===== src/rtl/weighted_rr_arbiter_pkg.sv =====
`default_nettype none
// ============================================================================
// Module   : arb_pkg
// Brief    : Shared arbiter types and index helpers.
// Revision : 1.0 - initial release
// ============================================================================
package arb_pkg;

  typedef enum logic [0:0] {
    IDLE  = 1'b0,
    GRANT = 1'b1
  } arb_state_t;

  function automatic int idx_width(input int n);
    return (n > 1) ? $clog2(n) : 1;
  endfunction

  function automatic int next_idx(input int idx, input int n);
    return (idx + 1 >= n) ? 0 : idx + 1;
  endfunction

endpackage
`default_nettype wire


===== src/rtl/weighted_rr_arbiter_if.sv =====
`default_nettype none
// ============================================================================
// Module   : weighted_rr_arbiter_if
// Brief    : Request/weight/ack and grant bundle between requesters and arbiter.
// Revision : 1.0 - initial release
// ============================================================================
interface weighted_rr_arbiter_if
  import arb_pkg::*;
#(
  parameter int NUM_REQ  = 4,
  parameter int WEIGHT_W = 4,
  parameter int IDX_W    = idx_width(NUM_REQ)
);
  logic [NUM_REQ-1:0]          req;
  logic [NUM_REQ*WEIGHT_W-1:0] weight;
  logic                        grant_ack;
  logic                        grant_valid;
  logic [IDX_W-1:0]            grant_idx;
  logic [NUM_REQ-1:0]          grant_onehot;
  logic                        grant_last;

  modport master (
    output req, weight, grant_ack,
    input  grant_valid, grant_idx, grant_onehot, grant_last
  );

  modport slave (
    input  req, weight, grant_ack,
    output grant_valid, grant_idx, grant_onehot, grant_last
  );
endinterface
`default_nettype wire


===== src/rtl/rr_priority_picker.sv =====
`default_nettype none
// ============================================================================
// Module   : rr_priority_picker
// Brief    : Combinational circular first-set search of req starting at ptr.
// Revision : 1.0 - initial release
// ============================================================================
module rr_priority_picker
  import arb_pkg::*;
#(
  parameter int NUM_REQ = 4,
  localparam int IDX_W  = idx_width(NUM_REQ)
) (
  input  wire logic [NUM_REQ-1:0] req,
  input  wire logic [IDX_W-1:0]   ptr,
  output logic                    found,
  output logic [IDX_W-1:0]        idx
);
  logic [2*NUM_REQ-1:0] dbl;
  logic [NUM_REQ-1:0]   rot;
  logic [NUM_REQ-1:0]   first;
  logic [IDX_W-1:0]     off;
  logic [IDX_W:0]       sum;

  // Rotate so ptr lands at bit 0, isolate lowest set bit, then undo rotation.
  assign dbl   = {req, req} >> ptr;
  assign rot   = dbl[NUM_REQ-1:0];
  assign first = rot & (~rot + NUM_REQ'(1));

  for (genvar b = 0; b < IDX_W; b++) begin : g_bit
    logic [NUM_REQ-1:0] col;
    for (genvar g = 0; g < NUM_REQ; g++) begin : g_row
      assign col[g] = 1'((g >> b) & 1);
    end
    assign off[b] = |(first & col);
  end

  assign sum   = {1'b0, ptr} + {1'b0, off};
  assign idx   = (sum >= (IDX_W+1)'(NUM_REQ)) ? IDX_W'(sum - (IDX_W+1)'(NUM_REQ))
                                              : sum[IDX_W-1:0];
  assign found = |req;
endmodule
`default_nettype wire


===== src/rtl/weighted_rr_arbiter.sv =====
`default_nettype none
// ============================================================================
// Module   : weighted_rr_arbiter
// Brief    : Weighted round-robin arbiter holding each grant for up to weight+1 acks.
// Revision : 1.0 - initial release
// ============================================================================
module weighted_rr_arbiter
  import arb_pkg::*;
#(
  parameter int NUM_REQ  = 4,
  parameter int WEIGHT_W = 4
) (
  input  wire logic           clk,
  input  wire logic           rst,
  weighted_rr_arbiter_if.slave bus
);
  localparam int IDX_W = idx_width(NUM_REQ);

  arb_state_t          state, state_nx;
  logic [IDX_W-1:0]    ptr, ptr_nx;
  logic [IDX_W-1:0]    idx_r, idx_nx;
  logic [WEIGHT_W-1:0] credit, credit_nx;
  logic [IDX_W-1:0]    pick_ptr, pick_idx;
  logic                pick_found;
  logic                release_grant;
  logic [WEIGHT_W-1:0] w_arr [NUM_REQ];

  for (genvar g = 0; g < NUM_REQ; g++) begin : g_w
    assign w_arr[g] = bus.weight[g*WEIGHT_W +: WEIGHT_W];
  end

  assign release_grant = (state == GRANT) &&
                         (!bus.req[idx_r] || (bus.grant_ack && credit == '0));

  // On release the search starts just past the holder so it ranks last.
  assign pick_ptr = release_grant ? IDX_W'(next_idx(int'(idx_r), NUM_REQ)) : ptr;

  rr_priority_picker #(.NUM_REQ(NUM_REQ)) u_picker (
    .req   (bus.req),
    .ptr   (pick_ptr),
    .found (pick_found),
    .idx   (pick_idx)
  );

  always_comb begin
    state_nx  = state;
    ptr_nx    = ptr;
    idx_nx    = idx_r;
    credit_nx = credit;
    case (state)
      IDLE: begin
        if (pick_found) begin
          state_nx  = GRANT;
          idx_nx    = pick_idx;
          credit_nx = w_arr[pick_idx];
        end
      end
      GRANT: begin
        if (release_grant) begin
          ptr_nx = pick_ptr;
          if (pick_found) begin
            idx_nx    = pick_idx;
            credit_nx = w_arr[pick_idx];
          end else begin
            state_nx = IDLE;
          end
        end else if (bus.grant_ack) begin
          credit_nx = credit - WEIGHT_W'(1);
        end
      end
      default: state_nx = IDLE;
    endcase
  end

  always_ff @(posedge clk or negedge rst) begin
    if (!rst) begin
      state  <= IDLE;
      ptr    <= '0;
      idx_r  <= '0;
      credit <= '0;
    end else begin
      state  <= state_nx;
      ptr    <= ptr_nx;
      idx_r  <= idx_nx;
      credit <= credit_nx;
    end
  end

  assign bus.grant_valid = (state == GRANT);
  assign bus.grant_idx   = idx_r;
  assign bus.grant_last  = (state == GRANT) && (credit == '0);

  for (genvar g = 0; g < NUM_REQ; g++) begin : g_oh
    assign bus.grant_onehot[g] = (state == GRANT) && (idx_r == IDX_W'(g));
  end
endmodule
`default_nettype wire


===== src/flat_wrapper.sv =====
// flat-port wrapper written by rule: the top's interface ports become plain ports
module weighted_rr_arbiter_flat import arb_pkg::*;
#(
  parameter int NUM_REQ  = 4,
  parameter int WEIGHT_W = 4
)
  (clk, rst, bus_req, bus_weight, bus_grant_ack, bus_grant_valid, bus_grant_idx, bus_grant_onehot, bus_grant_last);
  weighted_rr_arbiter_if #(.NUM_REQ(NUM_REQ), .WEIGHT_W(WEIGHT_W), .IDX_W(2)) bus_i ();
  input  wire logic clk;
  input  wire logic rst;
  input wire logic [$bits(bus_i.req)-1:0] bus_req;
  input wire logic [$bits(bus_i.weight)-1:0] bus_weight;
  input wire logic [$bits(bus_i.grant_ack)-1:0] bus_grant_ack;
  output wire logic [$bits(bus_i.grant_valid)-1:0] bus_grant_valid;
  output wire logic [$bits(bus_i.grant_idx)-1:0] bus_grant_idx;
  output wire logic [$bits(bus_i.grant_onehot)-1:0] bus_grant_onehot;
  output wire logic [$bits(bus_i.grant_last)-1:0] bus_grant_last;
  assign bus_i.req = bus_req;
  assign bus_i.weight = bus_weight;
  assign bus_i.grant_ack = bus_grant_ack;
  assign bus_grant_valid = bus_i.grant_valid;
  assign bus_grant_idx = bus_i.grant_idx;
  assign bus_grant_onehot = bus_i.grant_onehot;
  assign bus_grant_last = bus_i.grant_last;
  weighted_rr_arbiter #(.NUM_REQ(NUM_REQ), .WEIGHT_W(WEIGHT_W)) u_core (.clk(clk), .rst(rst), .bus(bus_i));
endmodule

===== config.mk =====
export PLATFORM = sky130hd
export DESIGN_NAME = weighted_rr_arbiter_flat
export DESIGN_NICKNAME = d
export VERILOG_FILES = /design/src/rtl/weighted_rr_arbiter_pkg.sv /design/src/rtl/weighted_rr_arbiter_if.sv /design/src/rtl/rr_priority_picker.sv /design/src/rtl/weighted_rr_arbiter.sv /design/src/flat_wrapper.sv
export SDC_FILE = /design/constraint.sdc
export NUM_CORES = 1
export LEC_CHECK = 0
export BUFFER_PORTS_ARGS = -buffer_cell sky130_fd_sc_hd__buf_2
export CAP_MARGIN = 5
export CORE_MARGIN = 10
export CORE_UTILIZATION = 45
export CTS_BUF_LIST = sky130_fd_sc_hd__clkbuf_4 sky130_fd_sc_hd__clkbuf_8 sky130_fd_sc_hd__clkbuf_16
export DETAILED_ROUTE_END_ITERATION = 7
export HOLD_SLACK_MARGIN = 0.03
export PLACE_DENSITY = 0.68
export SLEW_MARGIN = 25
export SYNTH_ARGS = -nofsm -noshare
export SYNTH_HDL_FRONTEND = slang
export SYNTH_SLANG_ARGS = --single-unit

===== constraint.sdc =====
create_clock -name clk -period 3.9 [get_ports clk]
set_clock_uncertainty 0.15 [all_clocks]
set_input_delay 0.39 -clock clk [delete_from_list [all_inputs] [get_ports clk]]
set_output_delay 0.39 -clock clk [all_outputs]
set_load 0.02 [all_outputs]

# Yosys cells after proc, flatten, opt, wreduce, memory -nomap -nowiden

Index checks and enable logic that the tools add are counted.

Output and inout bits: 8
Word-level logic and storage cells: 56
Flip-flop bits (word level): 9
Input bits: 23

Muxes and demuxes: 18
Add/sub/neg operators: 5
Order comparisons: 4
Bitwise logic cells: 4
Reduce and logical (&&, ||, !) cells: 15
Equality and inequality tests: 5
Shift operators: 1

Operator list:

| cell                                                        | count |
|---|---|
| 2-to-1 mux 4 bit                                            | 5 |
| 2-to-1 mux 2 bit                                            | 5 |
| >= comparator 3 bit (second input constant)                 | 3 |
| binary-select mux 4 bit (select 2 bit)                      | 1 |
| one-hot mux 4 bit (2 select lines)                          | 1 |
| right shift 8 x 2 -> 4 bit                                  | 1 |
| logical AND 1 bit                                           | 7 |
| adder 4 x 1 -> 4 bit (second input constant)                | 1 |
| bitwise AND 4 bit                                           | 1 |
| equality test 2 bit (second input constant)                 | 2 |
| zero test 4 bit                                             | 1 |
| NOT 4 bit                                                   | 1 |
| one-hot mux 2 bit (2 select lines)                          | 1 |
| OR reduction 2 bit                                          | 2 |
| OR reduction 4 bit                                          | 1 |
| subtractor 4 x 1 -> 4 bit (second input constant)           | 1 |
| adder 2 x 1 -> 3 bit (second input constant)                | 1 |
| adder 2 x 2 -> 3 bit                                        | 1 |
| less-than comparator 2 x 3 -> 1 bit (second input constant) | 1 |
| 2-to-1 mux 1 bit                                            | 3 |
| inequality test 3 bit (second input constant)               | 1 |
| NOT 2 -> 3 bit                                              | 1 |
| binary-select mux 1 bit (select 2 bit)                      | 1 |
| equality test 2 x 1 -> 1 bit (second input constant)        | 1 |
| 8 further kinds                                             | 8 |

# Logic depth before layout (Yosys ltp)

Gate-level depths: netlist of the first run.

Depth in word-level cells: 21
Depth in mapped cells: 16

# By module

A second synthesis of the first run with hierarchy kept.

Cell total of the unflattened synthesis: 90
Area, all modules: 938.4 sq um

Modules (own cells, without submodules):

| module              | sequential area each (sq um) | area each (sq um) | cells an instance | instances |
|---|---|---|---|---|
| weighted_rr_arbiter | 225.2                        | 759.5             | 63                | 1 |
| rr_priority_picker  | 0.0                          | 178.9             | 27                | 1 |

# Worst setup path after synthesis of the first run

No wires, ideal clock.

Kind: register to register
Start point: reg u_core.idx_r[0], in the netlist u_core.bus.grant_idx[0]
End point: reg u_core.credit[0]
Setup slack: 318 ps
Arrival: 3,306 ps
Cell stages (with the launch flop): 15
Required time: 3,624 ps
Cells stage by stage: dfrtp_1 > mux2_2 > o21ai_2 > o21ai_4 > mux2i_4 > inv_2 > nand2_1 > a21oi_1 > o22ai_1 > o22a_1 > ha_1 > xnor2_1 > xnor2_2 > mux2_4 > o32a_1

Word-level cells in the longest chain between the ends: 21

Ends and longest elaborated chain:

| item                                                                          | RTL line                  | text |
|---|---|---|
| start: declaration                                                            | weighted_rr_arbiter.sv:21 | `logic [IDX_W-1:0] idx_r, idx_nx;` |
| start signal: assignment                                                      | weighted_rr_arbiter.sv:84 | `idx_r <= idx_nx;` |
| parallel branches: the longest is 21 deep, another holds adder 4 x 1 -> 4 bit | -                         |  |
| end signal: assignment                                                        | weighted_rr_arbiter.sv:85 | `credit <= credit_nx;` |
| end: declaration                                                              | weighted_rr_arbiter.sv:22 | `logic [WEIGHT_W-1:0] credit, credit_nx;` |

Parallel ways; which one is timed is not known. The select of a mux whose other input is x is not followed.
A chain may end at the register's enable or synchronous reset.

# Worst setup path in the final report of the first run

Start point: reg u_core.credit[0]
End point: reg u_core.credit[0]

Word-level cells in the longest chain between the ends: 20

Ends and longest elaborated chain:

| item                                                                    | RTL line                                             | text |
|---|---|---|
| zero test 4 bit                                                         | weighted_rr_arbiter.sv:33                            | `(!bus.req[idx_r] \|\| (bus.grant_ack && credit == '0));` |
| logical AND 1 bit                                                       | weighted_rr_arbiter.sv:33                            |  |
| logical OR 1 bit                                                        | weighted_rr_arbiter.sv:33                            |  |
| logical AND 1 bit                                                       | weighted_rr_arbiter.sv:32                            | `assign release_grant = (state == GRANT) &&` |
| 2-to-1 mux 2 bit                                                        | weighted_rr_arbiter.sv:36                            | `assign pick_ptr = release_grant ? IDX_W'(next_idx(int'(idx_r), NUM_REQ)) : ptr;` |
| right shift 8 x 2 -> 4 bit                                              | rr_priority_picker.sv:25                             | `assign dbl = {req, req} >> ptr;` |
| NOT 4 bit                                                               | rr_priority_picker.sv:27                             | `assign first = rot & (~rot + NUM_REQ'(1));` |
| adder 4 x 1 -> 4 bit                                                    | rr_priority_picker.sv:27                             |  |
| [3 not listed]                                                          | -                                                    |  |
| >= comparator 3 bit / subtractor 2 x 1 -> 2 bit (equally long branches) | rr_priority_picker.sv:38                             | `assign idx = (sum >= (IDX_W+1)'(NUM_REQ)) ? IDX_W'(sum - (IDX_W+1)'(NUM_REQ))` |
| 2-to-1 mux 2 bit                                                        | rr_priority_picker.sv:38                             |  |
| NOT 2 -> 3 bit (not written as such)                                    | weighted_rr_arbiter.sv:55, weighted_rr_arbiter.sv:63 |  |
| binary-select mux 4 bit (select 2 bit)                                  | weighted_rr_arbiter.sv:55, weighted_rr_arbiter.sv:63 |  |
| 2-to-1 mux 4 bit (not written as such) (2 in a row)                     | weighted_rr_arbiter.sv:55, weighted_rr_arbiter.sv:63 |  |
| 2-to-1 mux 4 bit                                                        | weighted_rr_arbiter.sv:52, weighted_rr_arbiter.sv:61 |  |
| 2-to-1 mux 4 bit                                                        | weighted_rr_arbiter.sv:59                            | `if (release_grant) begin` |
| one-hot mux 4 bit (2 select lines)                                      | weighted_rr_arbiter.sv:50                            | `case (state)` |

Several ways; a longest one is shown, not always the timed one. The select of a mux whose other input is x is not followed.

==> results of run 1 <==
## repair_timing
action | 4_1_cts | 5_1_grt
setup endpoints to repair | 0 | 3
hold buffers | 1 | 0
endpoints found under the hold margin | 9 | 0
gates resized for setup | 0 | 1
## layout make-up
cell class / instances / area, sq um / area share, %
tap: 28 / 35.0 / 2.68
multi-input combinational: 102 / 801 / 61.2
inverter: 10 / 37.5 / 2.87
timing repair buffer: 34 / 183 / 14.0
clock inverter: 1 / 5.00 / 0.382
sequential: 9 / 225 / 17.2
clock buffer: 3 / 22.5 / 1.72
## flip-flops by register name, summed over array words and instances (netlist names)
| register | cells |
|---|---|
| u_core.credit | 4 |
| u_core.bus.grant_idx | 2 |
| u_core.ptr | 2 |
| u_core.bus.grant_valid | 1 |
## power groups by stage
stage	sequential (uW)	clock (uW)	combinational, uW
CTS	202	77.6	1160
finish	202	75.6	1180
detailed placement	204	0	1160
global route	212	83.0	1280
global placement	200	0	1120
floorplan	207	0	888
## Yosys cell counts, types with 2 or more instances
master    instances
a21oi_1           6
and2_1            5
buf_2             2
clkbuf_1          3
dfrtp_1           9
ha_1              8
inv_1             9
mux2_1            3
mux2_2            3
mux2i_1           5
nand2_1          12
nand2b_1          2
nand3_1           3
nand4_1           2
nor2_1            6
nor2b_1           3
nor3_1            2
nor3b_1           4
nor4_1            2
nor4bb_1          2
o211ai_1          3
o21ai_0           8
xnor2_1           3
## tightest hold or removal path, cell delays in order
cell and delay (ns):
buf_2 0.07, mux2i_1 0.05, o211ai_1 0.15
## routing by layer
metal | global-route usage [%] | share of wire [%] | up-vias
met2 | 18.5 | 48 | 29
met5 | 0 | 0 | -
met3 | 4.42 | 5.9 | 5
met1 | 12.7 | 44 | 508
li1 | - | - | 524
met4 | 3.33 | 1.1 | 0
## worst max-delay path by stage
stage                                             start                           end  slack, ns  depth (start not counted)
finish                     u_core.credit[0]$_DFFE_PN0P_  u_core.credit[0]$_DFFE_PN0P_       0.21                         17
global route               u_core.credit[0]$_DFFE_PN0P_  u_core.credit[2]$_DFFE_PN0P_       0.04                         17
CTS                        u_core.credit[0]$_DFFE_PN0P_  u_core.credit[0]$_DFFE_PN0P_       0.16                         17
detailed placement                           bus_req[2]  u_core.credit[0]$_DFFE_PN0P_       0.16                         16
global placement                             bus_req[2]  u_core.credit[0]$_DFFE_PN0P_       0.31                         16
floorplan           u_core.bus.grant_idx[0]$_DFFE_PN0P_  u_core.credit[0]$_DFFE_PN0P_       0.32                         14
## logic make-up after synthesis
group / after synthesis
AND/OR/NAND/NOR: 45
AO/OA/AOI/OAI: 32
multiplexers: 13
buffers and inverters: 16
flip-flops: 9
XOR/XNOR: 4
adder cells (fa/ha/maj): 8
## metrics by stage
| step | worst slack (ns) | instance area [sq um] | utilization (%) |
|---|---|---|---|
| after floorplan | 0.318 | 1090 | - |
| after global placement | 0.308 | 1260 | 56.0 |
| after detailed placement | 0.162 | 1260 | 56.0 |
| after CTS | 0.160 | 1300 | 57.7 |
| after global routing | 0.0434 | 1310 | 58.0 |
| final | 0.214 | 1310 | 58.0 |
==> impl_results.md, run 1 <==
- Detailed placement HPWL: 2.29 mm
- Antenna violations before repair: 0
- Most frequent cells in the layout: 30 x buf_2, 12 x nand2_1, 9 x inv_1, 9 x dfrtp_1
- Pleak: 0.000594 uW
- Total GRT Usage: 11.2%
- Final Non-Filler Cells: 187
- Slew margin rel.: 66.9%
- PwrDens: 1110 nW/um^2
- CP Data Arrival Time: 3.70 ns
- # rows: 17
- Synth cell types: 45
- Post-Synth Adder-Cell Area: 9.20%
- HP Start: bus_weight[1]
- Xor/xnor share of the synthesized area: 3.91%
- Drt first-iter violations: 86
- RSZ-0062 raised after global routing: false
- Tmin final: 3.69 ns
- Root Driver: clkbuf_4
- WP data required: 3.92 ns
- Post-synthesis sequential area ratio: 20.7%
- Max clock buf depth: 2
- Sum Neg Setup Slack: 0 ns
- Pin count of the biggest net entering global routing: 12
- Setup violations, final: 0
- Drt wl/cell: 15.0 microns
- Area growth syn-to-layout: 20.2%
- Die Ht: 69.2 microns
- Worst slew pin tran: 0.493 ns
- Highest Clock Rate: 271 MHz
- Crit path max-delay family: compound AO/OA/AOI/OAI gates
- Combinational Power Share: 80.9%
- Worst R2R Setup Slack: 0.21 ns
- Slowest stage cell, crit path: dfrtp_1
- Mean number of vias per cell: 5.70
- Commonest non-fill, non-tap cell in the layout: buf_2
- Worst hold path depth: 3
- CTS tree: done
- Worst R2R End: u_core.credit[0]$_DFFE_PN0P_
- CTS Buf Count: 3
- Net count, final: 191
- Setup bufs post-CTS: 0
- Critical Path Source Type: flip-flop
- Layout cells sized above 1: 31.4%
- Post-synthesis cell area: 1090 sq um
- Post-synth EDFFs: 0
- Critical Path Max Stage Delay: 0.41 ns
- Final antenna-violating net count: 0
- Die footprint: 4790 sq um
- Routed Wire Length: 2.81 mm
- Total power: 1460 uW
- Clk pin slew, worst setup/hold paths: 0.07 ns
- Max Slew Vio Count: 0
- Total grt overflow: 0
- Crit Path Max Fanout: 8
- Syn_area_per_cell: 8.57 sq um
- Routability cong.: 0.833
- Synth Instances: 127
- Iteration count of the initial detailed-routing pass: 4
- FF+latch count, synth: 9
- Initial core utilization: 48.3%
- Die width: 69.2 microns
- Hold Fails Final Rpt: 0
- Skew-Pair Late Insertion Delay: 0.28 ns
- Mux share of post-synthesis cell area: 14.3%
- Via count: 1066
- Status: finished clean
- Simple-gate portion of the synthesized area: 23.1%
- Hold slack: 0.272 ns
- Ys Warns: 0
- Internal power: 748 uW
- Fillers: 228
- Critical path cell sequence: inv_1 -> ha_1 -> nand4bb_1 -> o21ai_2 -> o21ai_4 -> mux2i_4 -> inv_2 -> nand2_1 -> a21oi_1 -> o22ai_1 -> o22a_1 -> ha_1 -> xnor2_2 -> xnor2_2 -> buf_4 -> mux2_4 -> o32a_1
- Largest family of logic cells by synthesized area: simple AND/OR/NAND/NOR gates
- Boundary pin count: 31
- WHS Endpoint: u_core.credit[1]$_DFFE_PN0P_
- Crit path kind: flip-flop to flip-flop
- Synthesized net count: 158
- # H-tree levels: 1
- First-pass GRT wire length: 4.71 mm
- Clock power frac: 5.2%
- Max cap viols: 0
- Dominant synthesized flop cell: dfrtp_1
- Cells after DPL: 182
- Cell taking the most area after synthesis: dfrtp_1
- Synth Area in Compound Gates: 22.4%
- Top cell type's share of synthesized area: 20.7%
- Ant diodes: 0
- Synth area leaders: dfrtp_1 21%, ha_1 9.2%, mux2i_1 4.6%
- Port Buffers: 30
- Sw power: 708 uW
- WP buf/inv: 3
- Depth of the most critical reg-to-reg path: 17
- Maximum VDD drop: 1060 uV
- Sequential share of power: 13.9%
- DRC errors left: 0
- HP Class: input port to flip-flop
- Final period util: 94.5%
- Clock sink count: 9
- Async SR Flop Fraction: 100%
- Reg2reg start: u_core.credit[0]$_DFFE_PN0P_
- Vias in the first global route: 1046
- Sw frac: 48.6%
- Core Region: 2250 sq um
- Crit end category: flip-flop
No activity file was read; power rests on OpenSTA's default activity.
==> run 2: changes to the inputs <==
--- a/config.mk
+++ b/config.mk
@@ -5,8 +5,8 @@
 export SDC_FILE = /design/constraint.sdc
 export NUM_CORES = 1
 export LEC_CHECK = 0
+export ABC_AREA = 1
 export BUFFER_PORTS_ARGS = -buffer_cell sky130_fd_sc_hd__buf_2
-export CAP_MARGIN = 5
 export CORE_MARGIN = 10
 export CORE_UTILIZATION = 45
 export CTS_BUF_LIST = sky130_fd_sc_hd__clkbuf_4 sky130_fd_sc_hd__clkbuf_8 sky130_fd_sc_hd__clkbuf_16
==> run 2 against run 1 <==
Net effect: wire length decreased by 10%; global-route usage decreased by 0.21 points; via count decreased by 1.7%; die area decreased by 1.3%; synthesized cell count increased by 19%; setup slack improved by 0.68 ns; critical path depth increased by 1; area after synthesis decreased by 1.8%; register-to-register slack improved by 0.68 ns; critical endpoint is now u_core.credit[2]$_DFFE_PN0P_.
==> impl_results.md, run 2 <==
- Final antenna-violating net count: 0
- Fillers: 222
- Clock sink count: 9
- Mean number of vias per cell: 4.94
- Ant diodes: 0
- Hold Fails Final Rpt: 0
- Synth area leaders: dfrtp_1 21%, nand2_1 15%, ha_1 9.4%
- Routability cong.: 0.756
- Synth Instances: 151
- Top cell type's share of synthesized area: 21.1%
- CP Data Arrival Time: 3.00 ns
- Crit path kind: flip-flop to flip-flop
- Max clock buf depth: 2
- Most frequent cells after synthesis: 42 x nand2_1, 20 x inv_1, 19 x nand3_1, 9 x dfrtp_1, 8 x ha_1
- Drt first-iter violations: 46
- Max Slew Vio Count: 0
- Port Buffers: 30
- Async SR Flop Fraction: 100%
- DRC errors left: 0
- Area growth syn-to-layout: 20.3%
- Crit end category: flip-flop
- Max cap viols: 0
- Die footprint: 4720 sq um
- Total grt overflow: 0
- # H-tree levels: 1
- Detailed placement HPWL: 2.22 mm
- Core Region: 2230 sq um
- RSZ-0062 raised after global routing: false
- Routed Wire Length: 2.52 mm
- Syn_area_per_cell: 7.08 sq um
- Clk pin slew, worst setup/hold paths: 0.07 ns
- Highest Clock Rate: 333 MHz
- Drt wl/cell: 11.9 microns
- Most frequent cells in the layout: 42 x nand2_1, 30 x buf_2, 20 x inv_1, 19 x nand3_1, 9 x dfrtp_1
- Ys Warns: 0
- CTS Buf Count: 3
- Total GRT Usage: 11.0%
- CTS tree: done
- Initial core utilization: 47.8%
- Root Driver: clkbuf_4
- # rows: 17
- Die width: 68.7 microns
- Synthesized net count: 182
- Net count, final: 216
- Largest register FFs: 4
- HP Class: input port to flip-flop
- Layout cells sized above 1: 31.5%
- Antenna violations before repair: 0
- Dominant synthesized flop cell: dfrtp_1
- WP data required: 3.89 ns
- Synth cell types: 27
- # resized after CTS: 0
- Post-synthesis cell area: 1070 sq um
- Commonest non-fill, non-tap cell in the layout: nand2_1
- Worst R2R Setup Slack: 0.89 ns
- Slew margin rel.: 66.3%
- Post-synth EDFFs: 0
- Boundary pin count: 31
- Via count: 1048
- Status: finished clean
- Final period util: 77.1%
- Sum Neg Setup Slack: 0 ns
- Die Ht: 68.7 microns
- Skew-Pair Late Insertion Delay: 0.26 ns
- Crit Path Max Fanout: 9
- Top-count cell post-synth: nand2_1
- First-pass GRT wire length: 4.15 mm
- Pin count of the biggest net entering global routing: 12
- Most flops, register: u_core.credit
- Critical Path Source Type: flip-flop
- Setup violations, final: 0
- Iteration count of the initial detailed-routing pass: 4
- FF+latch count, synth: 9
- FF+latch area: 225 sq um
- Worst slew pin tran: 0.505 ns
- Tmin final: 3.01 ns
- Vias in the first global route: 999
- Multi-input logic area: 749 sq um
- Post-synthesis sequential area ratio: 21.1%
- Cell taking the most area after synthesis: dfrtp_1
[run 2: cell types whose count changed in the layout (fill, tap and decap cells not counted), moves of 5 or more]
cell     change
nand2_1     +30
nand3_1     +16
inv_1       +11
nand2_2      +7
o21ai_0      -7
nand3_2      +6
and2_1       -5
nand2_4      +5
[run 2: layer usage]
layer | GRT usage (%) | share of wire (%) | up-vias
met4 | 2.96 | 1.1 | 0
met5 | 0 | 0 | -
li1 | - | - | 552
met2 | 19.6 | 46 | 42
met3 | 2.58 | 8.6 | 2
met1 | 12.7 | 44 | 452
[run 2: per-stage QoR]
step	util, %	cells	area [sq um]	setup slack, ns	hold slack (ns)
finish	57.5	212	1280	0.895	0.273
global route	57.5	212	1280	0.588	0.283
CTS	57.5	212	1280	0.879	0.266
detailed placement	55.7	207	1240	0.902	0.102
global placement	55.7	207	1240	0.966	0.102
floorplan	-	151	1070	0.976	-0.0556
[run 2: area by class of cell]
cell class                 instances  share of cell area (%)
inverter                          22                    6.62
tap                               28                    2.73
timing repair buffer              31                    12.5
multi-input combinational        118                    58.3
sequential                         9                    17.5
clock buffer                       4                    2.34
[run 2: repair_timing]
item                                   CTS  global route
hold buffers                             1             0
setup buffers                            0             0
endpoints found under the hold margin    9             0
[run 2: cell families after synthesis]
family | synth area share, %
adder cells (fa/ha/maj) | 9.37
flip-flops | 21.1
AO/OA/AOI/OAI | 6.79
multiplexers | 5.62
XOR/XNOR | 1.64
buffers and inverters | 8.78
AND/OR/NAND/NOR | 46.7
[run 2: worst max-delay path: stages, from the launching register on]
cell     delay [ns]
dfrtp_1        0.41
inv_1          0.13
ha_1           0.18
nand3_1        0.14
nand2_4        0.16
nand3_2        0.13
nand2_8        0.14
inv_4          0.04
nand3_1        0.08
nand2_2        0.08
a31oi_1        0.16
nor2_1         0.06
ha_1           0.50
mux2i_1        0.23
nand3_1        0.09
nand3_1        0.08
nand2_1        0.05
nand2_1        0.05
nand2_1        0.04
[run 2: path summary, 6_finish.rpt]
| kind | end | depth (start not counted) | from |
|---|---|---|---|
| setup / recovery | u_core.credit[2]$_DFFE_PN0P_ | 18 | u_core.credit[0]$_DFFE_PN0P_ |
| hold / removal | u_core.bus.grant_valid$_DFF_PN0_ | 3 | bus_req[3] |
| setup reg to reg | u_core.credit[2]$_DFFE_PN0P_ | 18 | u_core.credit[0]$_DFFE_PN0P_ |
| hold reg to reg | u_core.credit[1]$_DFFE_PN0P_ | 2 | u_core.credit[1]$_DFFE_PN0P_ |
| max in group asynchronous | u_core.credit[2]$_DFFE_PN0P_ | 2 | rst |
| min in group asynchronous | u_core.credit[1]$_DFFE_PN0P_ | 2 | rst |
Power of run 2 is left out: the tool's default activity adds up to more than one toggle a clock period on the data nets, which glitch-free logic cannot reach.
==> run 3: changes to the inputs <==
--- a/config.mk
+++ b/config.mk
@@ -12,7 +12,7 @@
 export CTS_BUF_LIST = sky130_fd_sc_hd__clkbuf_4 sky130_fd_sc_hd__clkbuf_8 sky130_fd_sc_hd__clkbuf_16
 export DETAILED_ROUTE_END_ITERATION = 7
 export HOLD_SLACK_MARGIN = 0.03
-export PLACE_DENSITY = 0.68
+export PLACE_DENSITY = 0.71
 export SLEW_MARGIN = 25
 export SYNTH_ARGS = -nofsm -noshare
 export SYNTH_HDL_FRONTEND = slang
==> constraint.sdc (replaced) <==
create_clock -name clk -period 2.64 [get_ports clk]
set_clock_uncertainty 0.15 [all_clocks]
set_input_delay 0.264 -clock clk [delete_from_list [all_inputs] [get_ports clk]]
set_output_delay 0.264 -clock clk [all_outputs]
set_load 0.02 [all_outputs]
==> run 3 against run 2 <==
Net effect: the flow now finishes with violations (negative setup slack); maximum frequency increased by 6.5%; wire length up 50%; sequential cell count stayed put; register-to-register slack lost 1.1 ns; die area did not move; via count grew 25%; count of clock-buffer cells in the layout unchanged; first-iteration DRC count increased by 83%; hold slack worse by 0.11 ns; setup slack worse by 1.1 ns; critical path depth unchanged; critical path type unchanged; critical endpoint unchanged; highest routed layer unchanged.
==> impl_results.md, run 3 (synthesis gave the netlist of run 2 again) <==
- Routability cong.: 0.865
- Detailed placement HPWL: 2.55 mm
- Most frequent cells in the layout: 33 x nand2_1, 33 x buf_4, 30 x buf_2, 16 x inv_1, 14 x nand2_2
- CP Data Arrival Time: 2.83 ns
- FF+latch area: 228 sq um
- Setup violations, final: 4
- Fin area: 1840 sq um
- Largest register FFs: 4
- Slowest stage cell, crit path: dfrtp_2
- M1 wire length: 1.48 mm
- Iteration count of the initial detailed-routing pass: 4
- Max clock buf depth: 2
- Ant diodes: 0
- Most flops, register: u_core.credit
- Critical Path Source Type: flip-flop
- Tmin final: 2.82 ns
- Drt wl/cell: 15.1 microns
- Core Region: 2230 sq um
- Routed wl met3: 289 microns
- Reg2reg start: u_core.bus.grant_idx[0]$_DFFE_PN0P_
- CP Launch Point: u_core.bus.grant_idx[0]$_DFFE_PN0P_
- Worst slew pin tran: 0.579 ns
- Via count: 1308
- Initial core utilization: 47.8%
- RSZ-0062 raised after global routing: true
- Hold slack: 0.168 ns
- CTS tree: done
- Max cap viols: 0
- WP data required: 2.65 ns
- Area growth syn-to-layout: 72.5%
- # H-tree levels: 1
- Pin count of the biggest net entering global routing: 10
- Port Buffers: 30
- Multi-input logic area: 1000 sq um
- Hold Fails Final Rpt: 0
- Clk pin slew, worst setup/hold paths: 0.06 ns
- DRC errors left: 0
- Clock sink count: 9
- HP Start: bus_req[3]
- Critical path cell sequence: inv_2 -> buf_4 -> ha_1 -> nand3_4 -> nand2_8 -> inv_4 -> nand3_1 -> nand2_2 -> a31oi_1 -> nor2_1 -> ha_4 -> buf_6 -> mux2i_1 -> nand3_1 -> nand3_2 -> nand2_1 -> nand2_1 -> nand2_1
- Crit Path Max Fanout: 6
- Failing checks: negative setup slack
- Critical Path Max Stage Delay: 0.43 ns
- Worst Setup Slack, final: -0.182 ns
- Final antenna-violating net count: 0
- Total grt overflow: 0
- Die footprint: 4720 sq um
- Most frequent CP cell: nand2_1
- Highest Clock Rate: 354 MHz
- Antenna violations before repair: 0
- Total GRT Usage: 14.5%
- Layout cells sized above 1: 59.0%
- Final period util: 107%
- Fillers: 140
- Placed Area: 1480 sq um
- Slew margin rel.: 61.1%
- Root Driver: clkbuf_4
- Boundary pin count: 31
- Drt first-iter violations: 84
- Die Ht: 68.7 microns
- Max Slew Vio Count: 0
- Vias in the first global route: 1274
- CTS Buf Count: 3
- Worst R2R Setup Slack: -0.18 ns
- Routed Wire Length: 3.77 mm
- HP Class: input port to flip-flop
- Status: finished, violations left
- Net count, final: 254
- Mean number of vias per cell: 5.23
- # rows: 17
- Crit end category: flip-flop
- Die width: 68.7 microns
- Crit path kind: flip-flop to flip-flop
- Top Layer Used: met4
- Met2 wire length: 1.91 mm
- First-pass GRT wire length: 5.39 mm
- Skew-Pair Late Insertion Delay: 0.27 ns
==> run 3: changes by cell type in the layout (fill, tap and decap cells not counted), sizes merged <==
cell,before,now
buf,30,68
==> run 3: path summary, 6_finish.rpt <==
path                                                       end  cells after the start
min in group asynchronous         u_core.credit[2]$_DFFE_PN0P_                      2
max reg2reg                       u_core.credit[2]$_DFFE_PN0P_                     18
min                           u_core.bus.grant_valid$_DFF_PN0_                      3
max                               u_core.credit[2]$_DFFE_PN0P_                     18
min reg2reg                       u_core.credit[1]$_DFFE_PN0P_                      3
max in group asynchronous  u_core.bus.grant_idx[0]$_DFFE_PN0P_                      2
==> run 3: through the flow <==
stage | TNS [ns] | cells | setup WS [ns] | utilization, %
after floorplan | 0 | 151 | 0.0206 | -
after global placement | -0.144 | 236 | -0.0787 | 66.2
after detailed placement | -0.492 | 236 | -0.167 | 66.2
after CTS | -0.525 | 246 | -0.160 | 74.6
after global routing | -1.46 | 250 | -0.375 | 82.5
final | -0.458 | 250 | -0.182 | 82.5
==> run 3: repair_timing <==
action	in CTS	in global routing
endpoints found under the hold margin	9	0
hold buffers	1	0
setup buffers	5	4
resized for setup	22	30
pin swaps	13	16
setup endpoints to repair	5	6
==> run 3: cell type report <==
type	instances	share of cell area, %
clock buffers	4	1.63
inverters	22	4.62
multi-input cells	118	54.3
repair buffers	69	25.2
well taps	28	1.90
flip-flops and latches	9	12.4
==> run 3: metal layers <==
layer / track usage [%] / vias up
li1: - / 631
met3: 3.86 / 11
met5: 0 / -
met1: 14.5 / 617
met2: 27.1 / 49
met4: 6.90 / 0
==> run 3: worst max-delay path: cells and delay by family (launching register included) <==
kind | cells | cell delay [ns]
buffers and inverters | 4 | 0.36
AND/OR/NAND/NOR | 10 | 0.85
adder cells (fa/ha/maj) | 2 | 0.61
AO/OA/AOI/OAI | 1 | 0.13
flip-flops | 1 | 0.43
multiplexers | 1 | 0.19
Power of run 3 is left out for the same reason.
